$ cat config.mk
export PLATFORM = sky130hd
export DESIGN_NAME = move_exec_arbiter
export DESIGN_NICKNAME = d
export VERILOG_FILES = /design/src/rtl/move_exec_pkg.sv /design/src/rtl/move_exec_arbiter.sv
export SDC_FILE = /design/constraint.sdc
export NUM_CORES = 1
export LEC_CHECK = 0
export BUFFER_PORTS_ARGS = -buffer_cell sky130_fd_sc_hd__buf_2
export CORE_AREA = 2 2 560 562
export DETAILED_ROUTE_END_ITERATION = 16
export DIE_AREA = 0 0 562 564
export PLACE_DENSITY = 0.35
export SLEW_MARGIN = 25
export SYNTH_ARGS = -nofsm -noshare
export SYNTH_HDL_FRONTEND = slang
export SYNTH_SLANG_ARGS = --single-unit
$ cat constraint.sdc
create_clock -name clk_in -period 29.4 [get_ports clk_in]
set_input_delay 5.88 -clock clk_in [delete_from_list [all_inputs] [get_ports clk_in]]
set_output_delay 5.88 -clock clk_in [all_outputs]
set_load 0.01 [all_outputs]
$ cat src/rtl/move_exec_pkg.sv
// Board and move encodings shared by the move executor, its arbiter and their users.
package move_exec_pkg;

    // sq[i]: square i = rank*8 + file; 0 empty, [2:0] piece kind, [3] black.
    typedef struct packed {
        logic [63:0][3:0] sq;
        logic             stm;
        logic             ep_vld;
        logic [2:0]       ep_col;
        logic [6:0]       ply50;
        logic [9:0]       ply;
    } board_t;

    typedef struct packed {
        logic [5:0] src;
        logic [5:0] dst;
        logic [2:0] promo;
    } move_t;

endpackage

$ cat src/rtl/move_exec_arbiter.sv
// Round-robin share of one move executor between two requesters; 4 cycles accept-to-accept when unstalled.
// One transaction in flight; requests stall while busy, the response is held until its port accepts.
module move_exec_arbiter
    import move_exec_pkg::*;
#(
    parameter int EXEC_TIMEOUT = 15
) (
    input  logic              clk_in,
    input  logic              rst_in,
    input  logic [1:0]        req_valid_in,
    output logic [1:0]        req_ready_out,
    input  move_t  [1:0]      req_move_in,
    input  board_t [1:0]      req_board_in,
    output logic [1:0]        rsp_valid_out,
    input  logic [1:0]        rsp_ready_in,
    output board_t            rsp_board_out,
    output logic              rsp_captured_out,
    output logic              exec_valid_out,
    output move_t             exec_move_out,
    output board_t            exec_board_out,
    input  logic              exec_valid_in,
    input  board_t            exec_board_in,
    input  logic              exec_captured_in,
    output logic              busy_out,
    output logic              err_out
);

    localparam int CW = (EXEC_TIMEOUT > 0) ? $clog2(EXEC_TIMEOUT + 1) : 1;
    localparam logic [CW-1:0] TMO = CW'(EXEC_TIMEOUT);

    typedef enum logic [1:0] {IDLE, ISSUE, WAIT, RESP} state_t;

    state_t        state;
    state_t        state_nxt;
    logic          grant;
    logic          last_grant;
    logic          arb_grant;
    logic          accept;
    logic          timeout;
    logic          rsp_done;
    logic [CW-1:0] cnt;

    always_comb begin
        state_nxt     = state;
        req_ready_out = 2'b00;
        accept        = 1'b0;
        timeout       = 1'b0;
        rsp_done      = 1'b0;
        // On a tie the port that was not served last wins.
        arb_grant     = (req_valid_in == 2'b11) ? ~last_grant : req_valid_in[1];
        case (state)
            IDLE: begin
                req_ready_out[arb_grant] = req_valid_in[arb_grant];
                accept = req_valid_in[arb_grant];
                if (accept) state_nxt = ISSUE;
            end
            ISSUE: state_nxt = WAIT;
            WAIT: begin
                if (exec_valid_in) begin
                    state_nxt = RESP;
                end else if (cnt == TMO) begin
                    state_nxt = IDLE;
                    timeout   = 1'b1;
                end
            end
            RESP: begin
                if (rsp_ready_in[grant]) begin
                    state_nxt = IDLE;
                    rsp_done  = 1'b1;
                end
            end
            default: state_nxt = IDLE;
        endcase
    end

    always_ff @(posedge clk_in or posedge rst_in) begin
        if (rst_in) begin
            state <= IDLE;
        end else begin
            state <= state_nxt;
        end
    end

    always_ff @(posedge clk_in or posedge rst_in) begin
        if (rst_in) begin
            grant            <= 1'b0;
            last_grant       <= 1'b1;
            cnt              <= '0;
            exec_move_out    <= '0;
            exec_board_out   <= '0;
            rsp_board_out    <= '0;
            rsp_captured_out <= 1'b0;
            err_out          <= 1'b0;
        end else begin
            if (accept) begin
                grant          <= arb_grant;
                exec_move_out  <= req_move_in[arb_grant];
                exec_board_out <= req_board_in[arb_grant];
            end
            if (state == ISSUE) begin
                cnt <= '0;
            end else if (state == WAIT && !exec_valid_in && cnt != TMO) begin
                cnt <= cnt + CW'(1);
            end
            // Results outside WAIT are strays from an abandoned or pre-reset transaction.
            if (state == WAIT && exec_valid_in) begin
                rsp_board_out    <= exec_board_in;
                rsp_captured_out <= exec_captured_in;
            end
            if (timeout) err_out <= 1'b1;
            if (timeout || rsp_done) last_grant <= grant;
        end
    end

    assign exec_valid_out = (state == ISSUE);
    assign busy_out       = (state != IDLE);
    assign rsp_valid_out  = {(state == RESP) && grant, (state == RESP) && !grant};

endmodule

==> reports/metrics.yaml <==
drt_iter0_drc: 962
wirelength_um: 195300
cts_buffers: 86
area_delta_synth_final_pct: 58.83
drtAntennaViolNets: 0
numClockSinks: 581
h-tree-depth: 3
grt_use_met3_pct: 8.175
cp-end-kind: "output pin"
worstSetupStartpoint: "req_valid_in[0]"
cp_data_arrival_time_ns: 7.19
syn_inst: 1597
clk_pin_slew_worst_paths_ns: 0.05
hp-class: "register to register"
grt_max_degree: 143
drc_errors: 0
r2r_slack_ns: 24.31
clock_skew_ns: 0.06003
synth_top_area_share_pct: 57.42
drive_gt1_share_pct: 79.22
yosysMostFrequentCell: "mux2_2"
finalSetupTns_ns: 0
crit_slowest_cell: "a21boi_4"
max_freq_ghz: 0.07654
fin_total_pwr_uw: 4262
dr_total_vias: 21410
p_comb_share_pct: 41.8
post_cts_buffers: 0
synth_commonest_cells: "864 x mux2_2, 580 x dfrtp_1, 62 x buf_2, 23 x buf_6, 11 x buf_4"
yosysSeqAreaShare_pct: 57.52
synth_area_leader_cell: "dfrtp_1"
synth_area_leaders: "dfrtp_1 57%, mux2_2 38%, buf_2 1.2%"
slew_headroom_pct: 29.29
num_rows: 205
worstRegToRegCells: 7
numPortBuffers: 1450
yosysUniqueCellTypes: 32
netlist_area_um2: 25280
postSynthAreaPerCell_um2: 15.83
dr.pass1.iters: 5
vdd_drop_max_uv: 46.75
fin_crit_ns: 13.07
crit_required_ns: 23.52
grt-ovfl-total: 0
crit_cells: 4
cts_tree: "yes"
dp.cells: 7111
final_nets: 3932
start_util_pct: 8.131
antenna_found_initial: 277
cts_hold_buf: 0
worst_pin_slew_ns: 1.061
intPower_uw: 2626
slew_violations: 0
worstSkewPairLatency_ns: 0.78
yosys_register_bits: 581
max_stage_delay_ns: 0.69
io_pins: 1451
synth_nets: 2470
critPathMaxFanout: 15
clock_power_share_pct: 24.2
place_congestion: 0.8567
worstSetupEndpoint: "req_ready_out[1]"
r2r_end: "exec_board_out[28]$_DFFE_PP0P_"
path_common_cell: "buf_2"
hold_viol_final: 0
die_h_um: 564
seq_power_share_pct: 34.0
crit_chain: "buf_2, a21boi_4, and2_1, buf_2"
pwr_density_cell_nw_per_um2: 106.2
post-route-period-util_pct: 44.44
startpoint_type: "primary input"
swShare_pct: 38.39
holdWs_ns: 0.4861
detail_route.wl_per_cell_um: 26.69
setup_viol: 0
synth_edf_count: 0
grt_pass1_wl_um: 242300
cts.path.max_buffers: 4
met1_usage_pct: 12.51
ctsResizeCount: 0
ys_warn_count: 0
synth_ff_type: "dfrtp_1"
coreArea_um2: 310900
p_leak_uw: 0.01761
rsz0062_at_grt: "false"
status: "finished, final reports clean"
design.die.area_um2: 317000
layout.cells.non_filler: 7318
clock-root-buffer: "clkbuf_16"
switchingPower_uw: 1636
vias_per_cell: 2.926
max_cap_viol_count: 0
post-dp-hpwl_um: 170000
async_flop_share_pct: 100.0
cpLargestDelayFamily: "compound AO/OA/AOI/OAI gates"
path_class: "primary input to output pin"
r2r_start: "last_grant$_DFFE_PP1P_"
crit_buf_inv: 2
dieWidth_um: 562
top_usage_layer: "met2"
met2_usage_pct: 19.17
first_global_vias: 21640
track_usage_pct: 11.85
-- metrics by stage --
step	cell area, um2	util (%)	setup WS, ns
global route	40030	12.88	16.30
finish	40150	12.91	16.33
detailed placement	37280	11.99	16.26
global placement	37280	11.99	16.31
CTS	40000	12.87	16.26
floorplan	25280	-	7.265
-- worst min-delay path by stage --
stage	from	end	cells after the start
after floorplan	cnt[0]$_DFFE_PP0P_	cnt[0]$_DFFE_PP0P_	1
after global placement	exec_board_out[238]$_DFFE_PP0P_	exec_board_out[238]$_DFFE_PP0P_	1
after detailed placement	exec_board_out[238]$_DFFE_PP0P_	exec_board_out[238]$_DFFE_PP0P_	1
after CTS	exec_board_out[238]$_DFFE_PP0P_	exec_board_out[238]$_DFFE_PP0P_	1
after global routing	rsp_board_out[56]$_DFFE_PP0P_	rsp_board_out[56]$_DFFE_PP0P_	1
final	exec_board_out[238]$_DFFE_PP0P_	exec_board_out[238]$_DFFE_PP0P_	1
-- cell families after synthesis --
kind of cell	Yosys count	synth area share (%)
mux	868	38.65
compound gates	17	0.4851
flops	581	57.52
simple gates	25	0.5742
fa+ha+maj	1	0.04949
buf+inv	105	2.713
-- flip-flops by register name, indices dropped and copies added, names as in the netlist --
name              cells
rsp_captured_out      1
exec_board_out      278
state                 2
grant                 1
exec_move_out        15
err_out               1
last_grant            1
rsp_board_out       278
cnt                   4
-- layout make-up --
type / instances / area, um2
Antenna cell: 60 / 150.1
Multi-Input combinational cell: 911 / 10070
Fill cell: 35520 / 270700
Clock inverter: 31 / 341.6
Clock buffer: 116 / 2375
Inverter: 7 / 33.78
Tap cell: 4140 / 5180
Timing Repair Buffer: 1472 / 7460
Sequential cell: 581 / 14540
-- placed cells by master (no fill, tap or decap), types with 3 or more instances in the layout --
cell type and count:
and3_1 3, clkinv_4 5, nor2_1 4, mux2i_1 3, mux2_2 864, o21ai_0 5
bufinv_16 5, dfrtp_1 580, clkbuf_16 86, buf_12 3, nand2_1 4, buf_4 19
nand3_1 4, buf_2 1450, clkbuf_8 11, diode_2 60, clkinvlp_4 5, clkbuf_1 19
inv_1 6, clkinv_2 13
-- power groups by stage --
stage                     Combinational (uW)  Clock [uW]  Sequential, uW
after global routing                    1900        1100            1500
after CTS                               1840        1080            1450
final                                   1780        1030            1450
after floorplan                          706           0            1610
after detailed placement                1840           0            1460
after global placement                  1830           0            1450
-- metal layers --
| metal | wire (um) | share of wire [%] | vias up |
|---|---|---|---|
| met5 | 1215 | 0.62 | - |
| li1 | - | - | 8788 |
| met2 | 88630 | 45 | 1526 |
| met4 | 5410 | 2.8 | 188 |
| met3 | 29980 | 15 | 565 |
| met1 | 70100 | 36 | 10350 |
No activity file was read; power rests on OpenSTA's default activity.
